===== src/rtl/btn_event_ctrl.sv =====
// Turns debounced button levels into a single valid/ready event stream:
// one event per press, then auto-repeat events while the owning button is held.
module btn_event_ctrl #(
  parameter int N_BTN    = 4,
  parameter int HOLD_CYC = 16,
  parameter int REP_CYC  = 8
) (
  input  logic                     clk,
  input  logic                     rst,
  input  logic [N_BTN-1:0]         db_in,
  input  logic                     ev_ready,
  input  logic                     drop_clr,
  output logic                     ev_valid,
  output logic [$clog2(N_BTN)-1:0] ev_id,
  output logic                     ev_repeat,
  output logic                     ev_drop,
  output logic [1:0]               dbg_state
);

  localparam int IDW  = $clog2(N_BTN);
  localparam int MAXC = (HOLD_CYC > REP_CYC) ? HOLD_CYC : REP_CYC;
  localparam int CW   = $clog2(MAXC);
  localparam logic [CW-1:0] HOLD_LAST = CW'(HOLD_CYC - 1);
  localparam logic [CW-1:0] REP_LAST  = CW'(REP_CYC - 1);

  typedef enum logic [1:0] {
    IDLE   = 2'd0,
    HOLD   = 2'd1,
    REPEAT = 2'd2
  } state_t;

  // Handshake: an event transfers on any rising edge where ev_valid & ev_ready;
  // ev_id/ev_repeat never change while ev_valid=1 and ev_ready=0.

  state_t           state, state_n;
  logic [CW-1:0]    cnt, cnt_n;
  logic [IDW-1:0]   owner, owner_n;
  logic [N_BTN-1:0] db_q;
  logic [N_BTN-1:0] rise;
  logic [IDW-1:0]   rise_idx;
  logic             take_new;
  logic             issue;
  logic             issue_rep;
  logic [IDW-1:0]   issue_id;
  logic             discard;

  assign rise      = db_in & ~db_q;
  assign discard   = issue & ev_valid & ~ev_ready;
  assign dbg_state = state;

  always_comb begin
    rise_idx = '0;
    for (int i = N_BTN - 1; i >= 0; i--) begin
      if (rise[i]) rise_idx = IDW'(i);
    end
  end

  always_comb begin
    state_n   = state;
    cnt_n     = cnt;
    owner_n   = owner;
    take_new  = 1'b0;
    issue     = 1'b0;
    issue_rep = 1'b0;
    issue_id  = owner;
    case (state)
      IDLE: take_new = 1'b1;
      HOLD: begin
        if (!db_in[owner]) begin
          take_new = 1'b1;
        end else if (cnt == HOLD_LAST) begin
          issue     = 1'b1;
          issue_rep = 1'b1;
          state_n   = REPEAT;
          cnt_n     = '0;
        end else begin
          cnt_n = cnt + CW'(1);
        end
      end
      REPEAT: begin
        if (!db_in[owner]) begin
          take_new = 1'b1;
        end else if (cnt == REP_LAST) begin
          issue     = 1'b1;
          issue_rep = 1'b1;
          cnt_n     = '0;
        end else begin
          cnt_n = cnt + CW'(1);
        end
      end
      default: take_new = 1'b1;
    endcase
    // A release cycle behaves like IDLE so a new press is taken without a gap.
    if (take_new) begin
      cnt_n = '0;
      if (rise != '0) begin
        owner_n   = rise_idx;
        issue     = 1'b1;
        issue_rep = 1'b0;
        issue_id  = rise_idx;
        state_n   = HOLD;
      end else begin
        state_n = IDLE;
      end
    end
  end

  always_ff @(posedge clk) begin
    db_q <= db_in;
    if (rst) begin
      state     <= IDLE;
      cnt       <= '0;
      owner     <= '0;
      ev_valid  <= 1'b0;
      ev_id     <= '0;
      ev_repeat <= 1'b0;
      ev_drop   <= 1'b0;
    end else begin
      state <= state_n;
      cnt   <= cnt_n;
      owner <= owner_n;
      if (issue && (!ev_valid || ev_ready)) begin
        ev_valid  <= 1'b1;
        ev_id     <= issue_id;
        ev_repeat <= issue_rep;
      end else if (ev_valid && ev_ready) begin
        ev_valid <= 1'b0;
      end
      if (discard) begin
        ev_drop <= 1'b1;
      end else if (drop_clr) begin
        ev_drop <= 1'b0;
      end
    end
  end

endmodule


===== config.mk =====
export PLATFORM = sky130hd
export DESIGN_NAME = btn_event_ctrl
export DESIGN_NICKNAME = d
export VERILOG_FILES = /design/src/rtl/btn_event_ctrl.sv
export SDC_FILE = /design/constraint.sdc
export NUM_CORES = 1
export LEC_CHECK = 0
export CORE_MARGIN = 2
export CORE_UTILIZATION = 45
export CTS_CLUSTER_DIAMETER = 80
export DETAILED_ROUTE_END_ITERATION = 10
export HOLD_SLACK_MARGIN = 0.05
export MAX_ROUTING_LAYER = met4
export PLACE_DENSITY_LB_ADDON = 0.1
export SLEW_MARGIN = 20
export SYNTH_ARGS = -nofsm -noshare
export SYNTH_HDL_FRONTEND = slang
export SYNTH_SLANG_ARGS = --single-unit

===== constraint.sdc =====
create_clock -name clk -period 3.9 [get_ports clk]
set_input_delay 0.585 -clock clk [delete_from_list [all_inputs] [get_ports clk]]
set_output_delay 0.585 -clock clk [all_outputs]
set_load 0.02 [all_outputs]

Word-level counts from Yosys, hierarchy flattened
Index checks and enable logic that the tools add are counted.
- bitwise logic cells: 5
- order comparisons: 1
- reductions and logical operators: 15
- equality and inequality tests: 6
- $add $sub $neg: 1
- multiplexer cells: 33
- operators by type and width (cell ; number):
    2-bit two-way mux ; 10
    1-bit two-way mux ; 16
    4-bit two-way mux ; 4
    2-bit nonzero test ; 6
    4-bit one-hot mux with 2 select lines ; 1
    3-bit AND reduction ; 2
    4-bit by 1-bit adder with 4-bit output, second input constant ; 1
    4-bit AND ; 1
    4-bit by 3-bit == test with 1-bit output, second input constant ; 1
    4-bit == test, second input constant ; 1
    2-bit != test, second input constant ; 2
    4-bit NOT ; 1
    4-bit nonzero test ; 1
    2-bit OR reduction ; 2
    2-bit by 3-bit less-than comparator with 1-bit output, second input constant ; 1
    1-bit AND ; 2
    1-bit binary-select mux with 2-bit select ; 1
    2-bit by 1-bit == test with 1-bit output, second input constant ; 1
    2-bit == test, second input constant ; 1
    1-bit logical AND ; 2
    1-bit one-hot mux with 2 select lines ; 1
    1-bit zero test ; 1
    1-bit logical OR ; 1
    1-bit NOT ; 1
- output and inout port bits: 7
- word-level logic and storage cells: 69
- bits in registers: 17
- input bits: 8

Longest topological paths before layout
- depth after elaboration: 9
- mapped depth: 7
- depth with buffers taken out: 7

Worst setup path after synthesis
No wires, ideal clock.
- path kind: register to register
- start: register state[0] (netlist: dbg_state[0])
- end: register ev_id[1]
- required time: 3.777 ns
- stages on the path, launching flop included: 8
- library setup time: 0.123 ns
- arrival time: 2.034 ns
- clock period less this slack: 2.158 ns
- path slack: 1.742 ns
- path buffers: 0
- path through: dfxtp_1 > inv_1 > ha_1 > or2_2 > o22ai_1 > mux2i_1 > nor2_1 > mux2_1
- cells in the longest elaborated chain, start to end: 5
- elaborated cells between the ends (all ways): 9
- classes of those cells: eq/ne (2); mux (5); reduce/logical (2)
- ends and longest elaborated chain (item ; line ; RTL):
    from (decl) ; 35 ; state_t state, state_n;
    from (signal assigned) ; 119 ; state <= state_n;
    2-bit == test or 2-bit by 1-bit == test with 1-bit output (tied branches) ; 66 ; case (state)
    1-bit one-hot mux with 2 select lines or 2-bit OR reduction (tied branches) ; n/a ;
    1-bit two-way mux (on tied branches) ; n/a ;
    1-bit two-way mux ; 94 ; if (take_new) begin
    1-bit logical AND ; 122 ; if (issue && (!ev_valid || ev_ready)) begin
    to (signal assigned) ; 124 ; ev_id <= issue_id;
    to (decl) ; 14 ; output logic [$clog2(N_BTN)-1:0] ev_id,
Parallel ways exist; a longest one is shown, timed or not.
A chain may end at the register's enable or synchronous reset.

Final worst setup path
Ends and elaborated chain as after synthesis.

==> metrics <==
area grow syn2layout 23.1%; worst min-delay path class reg -> reg; slowest CP cell dfxtp_1; Finish-stage setup viols 0; final hold vios 0; Leakage 0.365 nW; CTS Buffer Depth 2; ant diodes 0; synthesized area 791 µm²; Hold EP cnt[0]$_SDFFE_PP0P_; Max-slew headroom 70.2%; Tcrit/Tclk final 57.6%; layout cell share with drive strength beyond 1 8.82%; Clock Pin Slew Worst Setup and Hold Paths 0.09 ns; Synth area leader dfxtp_1; Vias/cell 5.32; Final Util 57.6%; Mapped Avg Cell Area 9.30 µm²; IO Port Bufs 14; CP max stage delay 0.39 ns; DP Cell Count 115; H-tree levels 1; max-cap viol count 0; Worst-Margin Slew 0.445 ns; Cell Pwr Density 359 nW/µm²; Cell Area, Placed 947 µm²; Layout Nets 114; insertion delay to the later sink of the worst-skew pair 0.28 ns; clock root cell clkbuf_4; number of gates resized after CTS 0; DR vias 633; crit path kind reg -> reg; # rows 15; register area share after synthesis 43.0%; critical path required time 4.08 ns; Die X 45.9 µm; Final Slew Violations 0; Layout Cells excl Fill 119; RR Startpoint dbg_state[0]$_SDFFE_PP0P_; Critical Path Sink Type register; number of remaining DRC errors 0; flops & latches, synth 17; delay-heaviest family, CP multiplexers; synth unique cells 33; crit path max fanout 4; crit path cell chain inv_1, ha_1, or2_2, o22ai_1, mux2i_1, nor2_1, mux2_1; drt pass-1 iters 4; Buf/Inv on CP 1; io pins 15; CTS sink count 17; R2R cell count 7; first-pass GRT wire length 2.59 mm; commonest non-fill, non-tap cell in the layout dfxtp_1; final worst path period need 2.25 ns; post-route clock skew 0.00146 ns; design area 973 µm²; Core Region 1690 µm²; yosys warns 0; hold_buf cts 0; per-cell routed wire length 12.1 µm; post-synth top area share 43.0%; RSZ-0062 raised after global routing no; FF-to-FF End ev_id[1]$_SDFFE_PP0P_; Num CTS Buffers 3; most frequent cells in the layout 17 x dfxtp_1, 14 x clkdlybuf4s50_1, 9 x nand2_1; Max VDD drop 0.000222 V; status finished, final reports clean; total grt overflow 0; CTS tree built; Async SR Flop Fraction 0%; Main synth FF type dfxtp_1; crit path DAT 2.43 ns; number of nets with antenna violations after routing 0; Syn Nets 96; number of global-route vias before repair 615; EDFF count, synth 0; post-CTS setup buffer count 0; GRT Util Overall 17.4%; gp weighted congestion 0.889; FMAX 445 MHz; initial DRC count 11; sum of negative setup slack 0 ns; Hold Path Stages 1; final WL 1.44 mm; Worst Hold Launch cnt[0]$_SDFFE_PP0P_; initial antenna violation count 0; Mapped Cells 85; hpwl dp 1.13 mm; Initial Util 46.8%; Chip Height 45.9 µm; cell types occupying the most area after synthesis dfxtp_1 43%, ha_1 4.7%, nand2_1 4.3%; reg-to-reg setup timing slack 1.65 ns; Critical Path Start Type register; die area 2110 µm²; largest net degree at the start of global routing 13
==> where the power goes <==
| part | switching [mW] | leakage, nW | internal (mW) |
|---|---|---|---|
| clock | 0.0525 | 0.0150 | 0.0397 |
| sequential | 0.00628 | 0.140 | 0.183 |
| combinational | 0.0336 | 0.210 | 0.0342 |
| total | 0.0924 | 0.365 | 0.257 |
==> metrics by stage <==
step                      setup WS, ns  hold slack, ns  power (mW)
after global placement            1.52           0.438       0.260
after global routing              1.49           0.505       0.369
after floorplan                   1.74           0.418       0.236
final                             1.65           0.457       0.349
after detailed placement          1.43           0.439       0.261
after CTS                         1.64           0.460       0.354
==> synthesized netlist by cell type (2+ instances only) <==
| library cell | number |
|---|---|
| nor2_1 | 7 |
| a21oi_1 | 5 |
| inv_1 | 4 |
| nand4_1 | 3 |
| o21ai_0 | 2 |
| or2_2 | 2 |
| nand2_1 | 9 |
| xor2_1 | 2 |
| nor2b_1 | 3 |
| nor3_1 | 2 |
| mux2i_1 | 3 |
| nand2b_1 | 4 |
| ha_1 | 3 |
| dfxtp_1 | 17 |
==> metal layers <==
metal	global-route usage [%]	vias to the layer above	routed length, µm
met5	-	-	0
met4	6.86	0	23
met3	3.97	4	53
met2	25.3	9	647
met1	23.1	285	710
li1	-	335	-
==> logic make-up (layout without fill, tap and decap cells) <==
kind of cell    after synthesis  count (layout)  share of synthesized area (%)
flops                        17              17                           43.0
simple gates                 35              35                           23.1
fa+ha+maj                     3               3                           4.75
buf+inv                       5              22                           2.53
mux                           5               5                           8.54
xor+xnor                      3               3                           3.32
compound gates               17              17                           14.7
==> registers in the layout (all words and copies together) (netlist names) <==
register	flops
cnt	4
db_q	4
dbg_state	2
ev_id	2
owner	2
ev_drop	1
ev_repeat	1
ev_valid	1
==> worst register-to-register path: cells and delay by family, from the launching register on <==
kind            cells  cell delay [ns]
flops               1             0.39
simple gates        2             0.39
compound gates      1             0.33
buf+inv             1             0.06
mux                 2             0.67
fa+ha+maj           1             0.31
==> how the worst max path moves through the flow <==
stage / startpoint / end / slack (ns) / cells past startpoint
3_3_place_gp: db_in[1] / ev_id[1]$_SDFFE_PP0P_ / 1.52 / 6
3_5_place_dp: db_in[1] / ev_id[1]$_SDFFE_PP0P_ / 1.43 / 6
2_1_floorplan: dbg_state[0]$_SDFFE_PP0P_ / ev_id[1]$_SDFFE_PP0P_ / 1.74 / 7
4_1_cts: dbg_state[0]$_SDFFE_PP0P_ / ev_id[1]$_SDFFE_PP0P_ / 1.64 / 7
6_report: dbg_state[0]$_SDFFE_PP0P_ / ev_id[1]$_SDFFE_PP0P_ / 1.65 / 7
5_1_grt: dbg_state[0]$_SDFFE_PP0P_ / ev_id[1]$_SDFFE_PP0P_ / 1.49 / 7
==> layout make-up <==
type | instances | area [µm²]
multi-input cells | 63 | 430
well taps | 17 | 21.3
clock buffers | 4 | 26.3
repair buffers | 14 | 140
fillers | 162 | 716
inverters | 4 | 15.0
flip-flops and latches | 17 | 340
(Power assumes the default switching activity.)
